[src/rtl/funnel_gather.sv]
// Width-expanding deserializer: packs RATIO consecutive IN_W-bit beats (LSB beat first)
// into one OUT_W-bit word held in a registered output stage.
module funnel_gather #(
    parameter int IN_W  = 4,
    parameter int OUT_W = 64
) (
    input  logic             clock,
    input  logic             reset,
    input  logic             io_enq_valid,
    output logic             io_enq_ready,
    input  logic [IN_W-1:0]  io_enq_bits,
    input  logic             io_deq_ready,
    output logic             io_deq_valid,
    output logic [OUT_W-1:0] io_deq_bits
);
    localparam int RATIO = OUT_W / IN_W;
    localparam int PTR_W = (RATIO > 2) ? $clog2(RATIO) : 1;
    localparam int ACC_W = (RATIO - 1) * IN_W;
    localparam logic [PTR_W-1:0] LAST = PTR_W'(RATIO - 1);

    logic [PTR_W-1:0] ptr_reg;
    logic [PTR_W-1:0] ptr_next;
    logic [ACC_W-1:0] acc_reg;
    logic [ACC_W-1:0] acc_next;
    logic             out_valid_reg;
    logic             out_valid_next;
    logic [OUT_W-1:0] out_data_reg;
    logic [OUT_W-1:0] out_data_next;

    logic is_last;
    logic enq_fire;
    logic deq_fire;
    logic complete;

    assign is_last      = (ptr_reg == LAST);
    // The final beat may still enter if the held word leaves in the same cycle.
    assign io_enq_ready = !(is_last && out_valid_reg && !io_deq_ready);
    assign enq_fire     = io_enq_valid && io_enq_ready;
    assign deq_fire     = io_deq_ready && out_valid_reg;
    assign complete     = enq_fire && is_last;

    assign io_deq_valid = out_valid_reg;
    assign io_deq_bits  = out_data_reg;

    genvar gi;
    generate
        for (gi = 0; gi < RATIO - 1; gi++) begin : g_slot
            assign acc_next[gi*IN_W +: IN_W] =
                (enq_fire && (ptr_reg == PTR_W'(gi))) ? io_enq_bits
                                                       : acc_reg[gi*IN_W +: IN_W];
        end
    endgenerate

    always_comb begin
        ptr_next       = ptr_reg;
        out_valid_next = out_valid_reg;
        out_data_next  = out_data_reg;
        if (enq_fire) begin
            // Explicit wrap keeps non-power-of-two ratios correct.
            ptr_next = is_last ? '0 : ptr_reg + PTR_W'(1);
        end
        if (complete) begin
            out_data_next  = {io_enq_bits, acc_reg};
            out_valid_next = 1'b1;
        end else if (deq_fire) begin
            out_valid_next = 1'b0;
        end
    end

    always_ff @(posedge clock or negedge reset) begin
        if (!reset) begin
            ptr_reg       <= '0;
            acc_reg       <= '0;
            out_valid_reg <= 1'b0;
            out_data_reg  <= '0;
        end else begin
            ptr_reg       <= ptr_next;
            acc_reg       <= acc_next;
            out_valid_reg <= out_valid_next;
            out_data_reg  <= out_data_next;
        end
    end
endmodule

[config.mk]
export PLATFORM = sky130hd
export DESIGN_NAME = funnel_gather
export DESIGN_NICKNAME = d
export VERILOG_FILES = /design/src/rtl/funnel_gather.sv
export SDC_FILE = /design/constraint.sdc
export NUM_CORES = 1
export LEC_CHECK = 0
export CAP_MARGIN = 20
export CORE_MARGIN = 3
export CORE_UTILIZATION = 54
export DETAILED_ROUTE_END_ITERATION = 16
export HOLD_SLACK_MARGIN = 0.06
export PLACE_DENSITY_LB_ADDON = 0.25
export SLEW_MARGIN = 15
export SYNTH_ARGS = -nofsm -noshare
export SYNTH_HDL_FRONTEND = slang
export SYNTH_SLANG_ARGS = --single-unit
[constraint.sdc]
create_clock -name clock -period 2.11 [get_ports clock]
set_input_delay 0.3165 -clock clock [delete_from_list [all_inputs] [get_ports clock]]
set_output_delay 0.3165 -clock clock [all_outputs]
set_load 0.01 [all_outputs]
==> results.json <==
{
  "setup.worst_path.end_class": "output pin",
  "cp_max_fo": 4,
  "cp-startpoint": "ptr_reg[1]",
  "synth.top_cell.area_share_pct": 64.0,
  "yosys.area.top_type": "sky130_fd_sc_hd__dfrtp_1",
  "grt_first_pass_wirelength_um": 16000,
  "worstSkewPairLatency_ns": 0.51,
  "synth_nets": 328,
  "p_int_mw": 7.48,
  "synthCells": 316,
  "combinationalPowerShare_pct": 29.9,
  "floorplan.core_area_um2": 8890,
  "slew-limit-headroom_pct": 45.6,
  "area_growth_pct": 31.4,
  "postSynthAreaPerCell_um2": 16.0,
  "period_share_pct": 96.1,
  "critical_path_arrival_ns": 1.71,
  "cts_max_level": 4,
  "worst_hold_path_type": "in2async",
  "setup_violations": 0,
  "synth.cell_area_um2": 5040,
  "post-route-min-period_ns": 2.03,
  "synth_cell_type_count": 26,
  "r2r_start": "ptr_reg[1]",
  "dp.final_hpwl_um": 6230,
  "io_buffers": 73,
  "grt_overflow": 0,
  "seq_area_frac_synth_pct": 64.0,
  "final_cell_mix": "128 x sky130_fd_sc_hd__dfrtp_1, 122 x sky130_fd_sc_hd__mux2_2, 71 x sky130_fd_sc_hd__clkdlybuf4s50_1, 18 x sky130_fd_sc_hd__buf_4, 16 x sky130_fd_sc_hd__clkbuf_16",
  "power_per_cell_area_nw_per_um2": 1550,
  "total_switching_power_mw": 2.78,
  "antenna_found_initial": 0,
  "maxCapViolCount": 0,
  "layout.cells.most_common": "sky130_fd_sc_hd__dfrtp_1",
  "synth-edff-count": 0,
  "p_leak_nw": 2.99,
  "std_cell_rows": 34,
  "clk_root_buffer_cell": "sky130_fd_sc_hd__clkbuf_8",
  "detailroute.via_count": 2917,
  "post-place-cells": 499,
  "synth.area.top_cells": "sky130_fd_sc_hd__dfrtp_1 64%, sky130_fd_sc_hd__mux2_2 27%, sky130_fd_sc_hd__buf_6 1.3%",
  "clock_power_share_pct": 29.3,
  "required_ns": 1.79,
  "number_of_buffers_inserted_during_clock_tree_synthesis": 17,
  "pwr-share-seq_pct": 40.7,
  "synth.yosys.warnings": 0,
  "grt_pass1_vias": 3129,
  "layout.nets": 426,
  "floorplan.die_area_um2": 10500,
  "crit_type": "reg2out",
  "async_flop_share_pct": 100,
  "route.detailed.vias_per_inst": 5.45,
  "largest_register_ffs": 64,
  "initialDrtViolationCount": 114,
  "final-instance-count-excl-fill": 535,
  "antenna-diode-count": 0,
  "finalWeightedCongestion": 0.852,
  "design_power_total_mw": 10.3,
  "routed_wire_length_per_instance_um": 18.1,
  "final.hold.worst_slack_ns": 0.335,
  "critPathLaunchType": "register",
  "report.final.hold_viol_count": 0,
  "yosys_most_used_dff": "sky130_fd_sc_hd__dfrtp_1",
  "cts_tree": "done",
  "grt_max_degree": 49,
  "initial_core_util_pct": 56.7,
  "drt_drc_violations_left": 0,
  "die_y_um": 103,
  "post_route_cells_drive_above_1_share_pct": 41.9,
  "fillers": 550,
  "globalRouteTotalUtil_pct": 20.3,
  "detail_route.first_pass.iterations": 5,
  "clock-skew-final_ns": 0.00856,
  "slew_viol_final": 0,
  "detail_route.wirelength_um": 9690,
  "ant_nets": 0,
  "max-vdd-ir-drop_uv": 719,
  "tightestPinTransition_ns": 0.813,
  "fmax_ghz": 0.493,
  "setup_repair_after_global_routing_missed_its_margin": "no",
  "cts.path.max_buffers": 2,
  "final_core_utilization_pct": 74.5,
  "switching_share_pct": 27.1,
  "clkTransAtPathRegs_ns": 0.06,
  "design.portCount": 74,
  "floorplan.die.width_um": 103,
  "tritoncts_sink_count": 129,
  "status": "finished clean",
  "postSynthRegisterBits": 129
}
[cells by family (layout without fill, tap and decap cells)]
kind of cell | Yosys count | after routing | synth area share, %
multiplexers | 125 | 125 | 27.9
AO/OA/AOI/OAI | 7 | 7 | 0.769
buffers and inverters | 17 | 128 | 2.33
flip-flops | 129 | 129 | 64.0
AND/OR/NAND/NOR | 34 | 34 | 3.95
adder cells (fa/ha/maj) | 4 | 4 | 0.993
[Yosys cell counts, drive strengths merged (2+ instances only)]
master / n
buf: 11
nor2b: 3
and3b: 3
o21ai: 2
nand2: 7
nor3: 5
a21oi: 3
mux2: 125
clkbuf: 4
ha: 4
dfrtp: 129
nand3: 7
inv: 2
nand4b: 2
[critical path, stage by stage, from the launching register on]
cell and delay, ns:
sky130_fd_sc_hd__dfrtp_1 0.36, sky130_fd_sc_hd__ha_2 0.20, sky130_fd_sc_hd__nand3_2 0.10, sky130_fd_sc_hd__or2_4 0.27, sky130_fd_sc_hd__clkdlybuf4s15_1 0.26
[power groups by stage]
stage	Sequential (mW)	Clock (mW)	Combinational [mW]
finish	4.18	3.01	3.07
global route	4.33	3.16	3.34
CTS	4.20	3.05	3.12
detailed placement	4.23	0	3.04
global placement	4.16	0	2.93
floorplan	4.27	0	1.46
[path summary, 6_finish.rpt]
check	to	slack (ns)	cells after the start
worst max-delay path	io_enq_ready	0.08	4
worst min-delay path	io_deq_bits[31]	0.34	2
worst max register to register	io_deq_bits[59]	0.12	7
worst min register to register	io_deq_bits[58]	0.49	1
max in group asynchronous	io_deq_bits[32]	1.14	3
min in group clock	io_deq_bits[58]	0.49	1
[layout make-up]
cell class                      count  area (um2)  share of cell area [%]
Clock inverter                     13         184                    2.78
Inverter                            2        7.51                   0.113
Clock buffer                       19         432                    6.52
Timing Repair Buffer               94         926                    14.0
Sequential cell                   129        3230                    48.7
Tap cell                          108         135                    2.04
Multi-Input combinational cell    170        1710                    25.8
[metrics by stage]
stage,setup WS [ns],setup TNS [ns],area (um2)
after floorplan,0.334,0,5040
after global placement,0.0163,0,5970
after detailed placement,-0.00485,-0.00485,5970
after CTS,0.00720,0,6620
after global routing,0.00193,0,6630
final,0.0826,0,6630
[per-layer routing]
metal,vias up,part of all wire (%),GRT usage [%]
met4,0,1.0,6.36
li1,1318,-,-
met2,63,52,32.8
met3,12,3.5,6.09
met1,1524,43,26.7
met5,-,0,0
[repair_timing]
item	CTS	global route
setup buffers	3	0
setup endpoints to repair	1	8
hold buffers	1	0
endpoints found under the hold margin	38	0
resized for setup	4	2
pin swaps	1	0
Note: power is estimated with default switching activity, not from simulation.
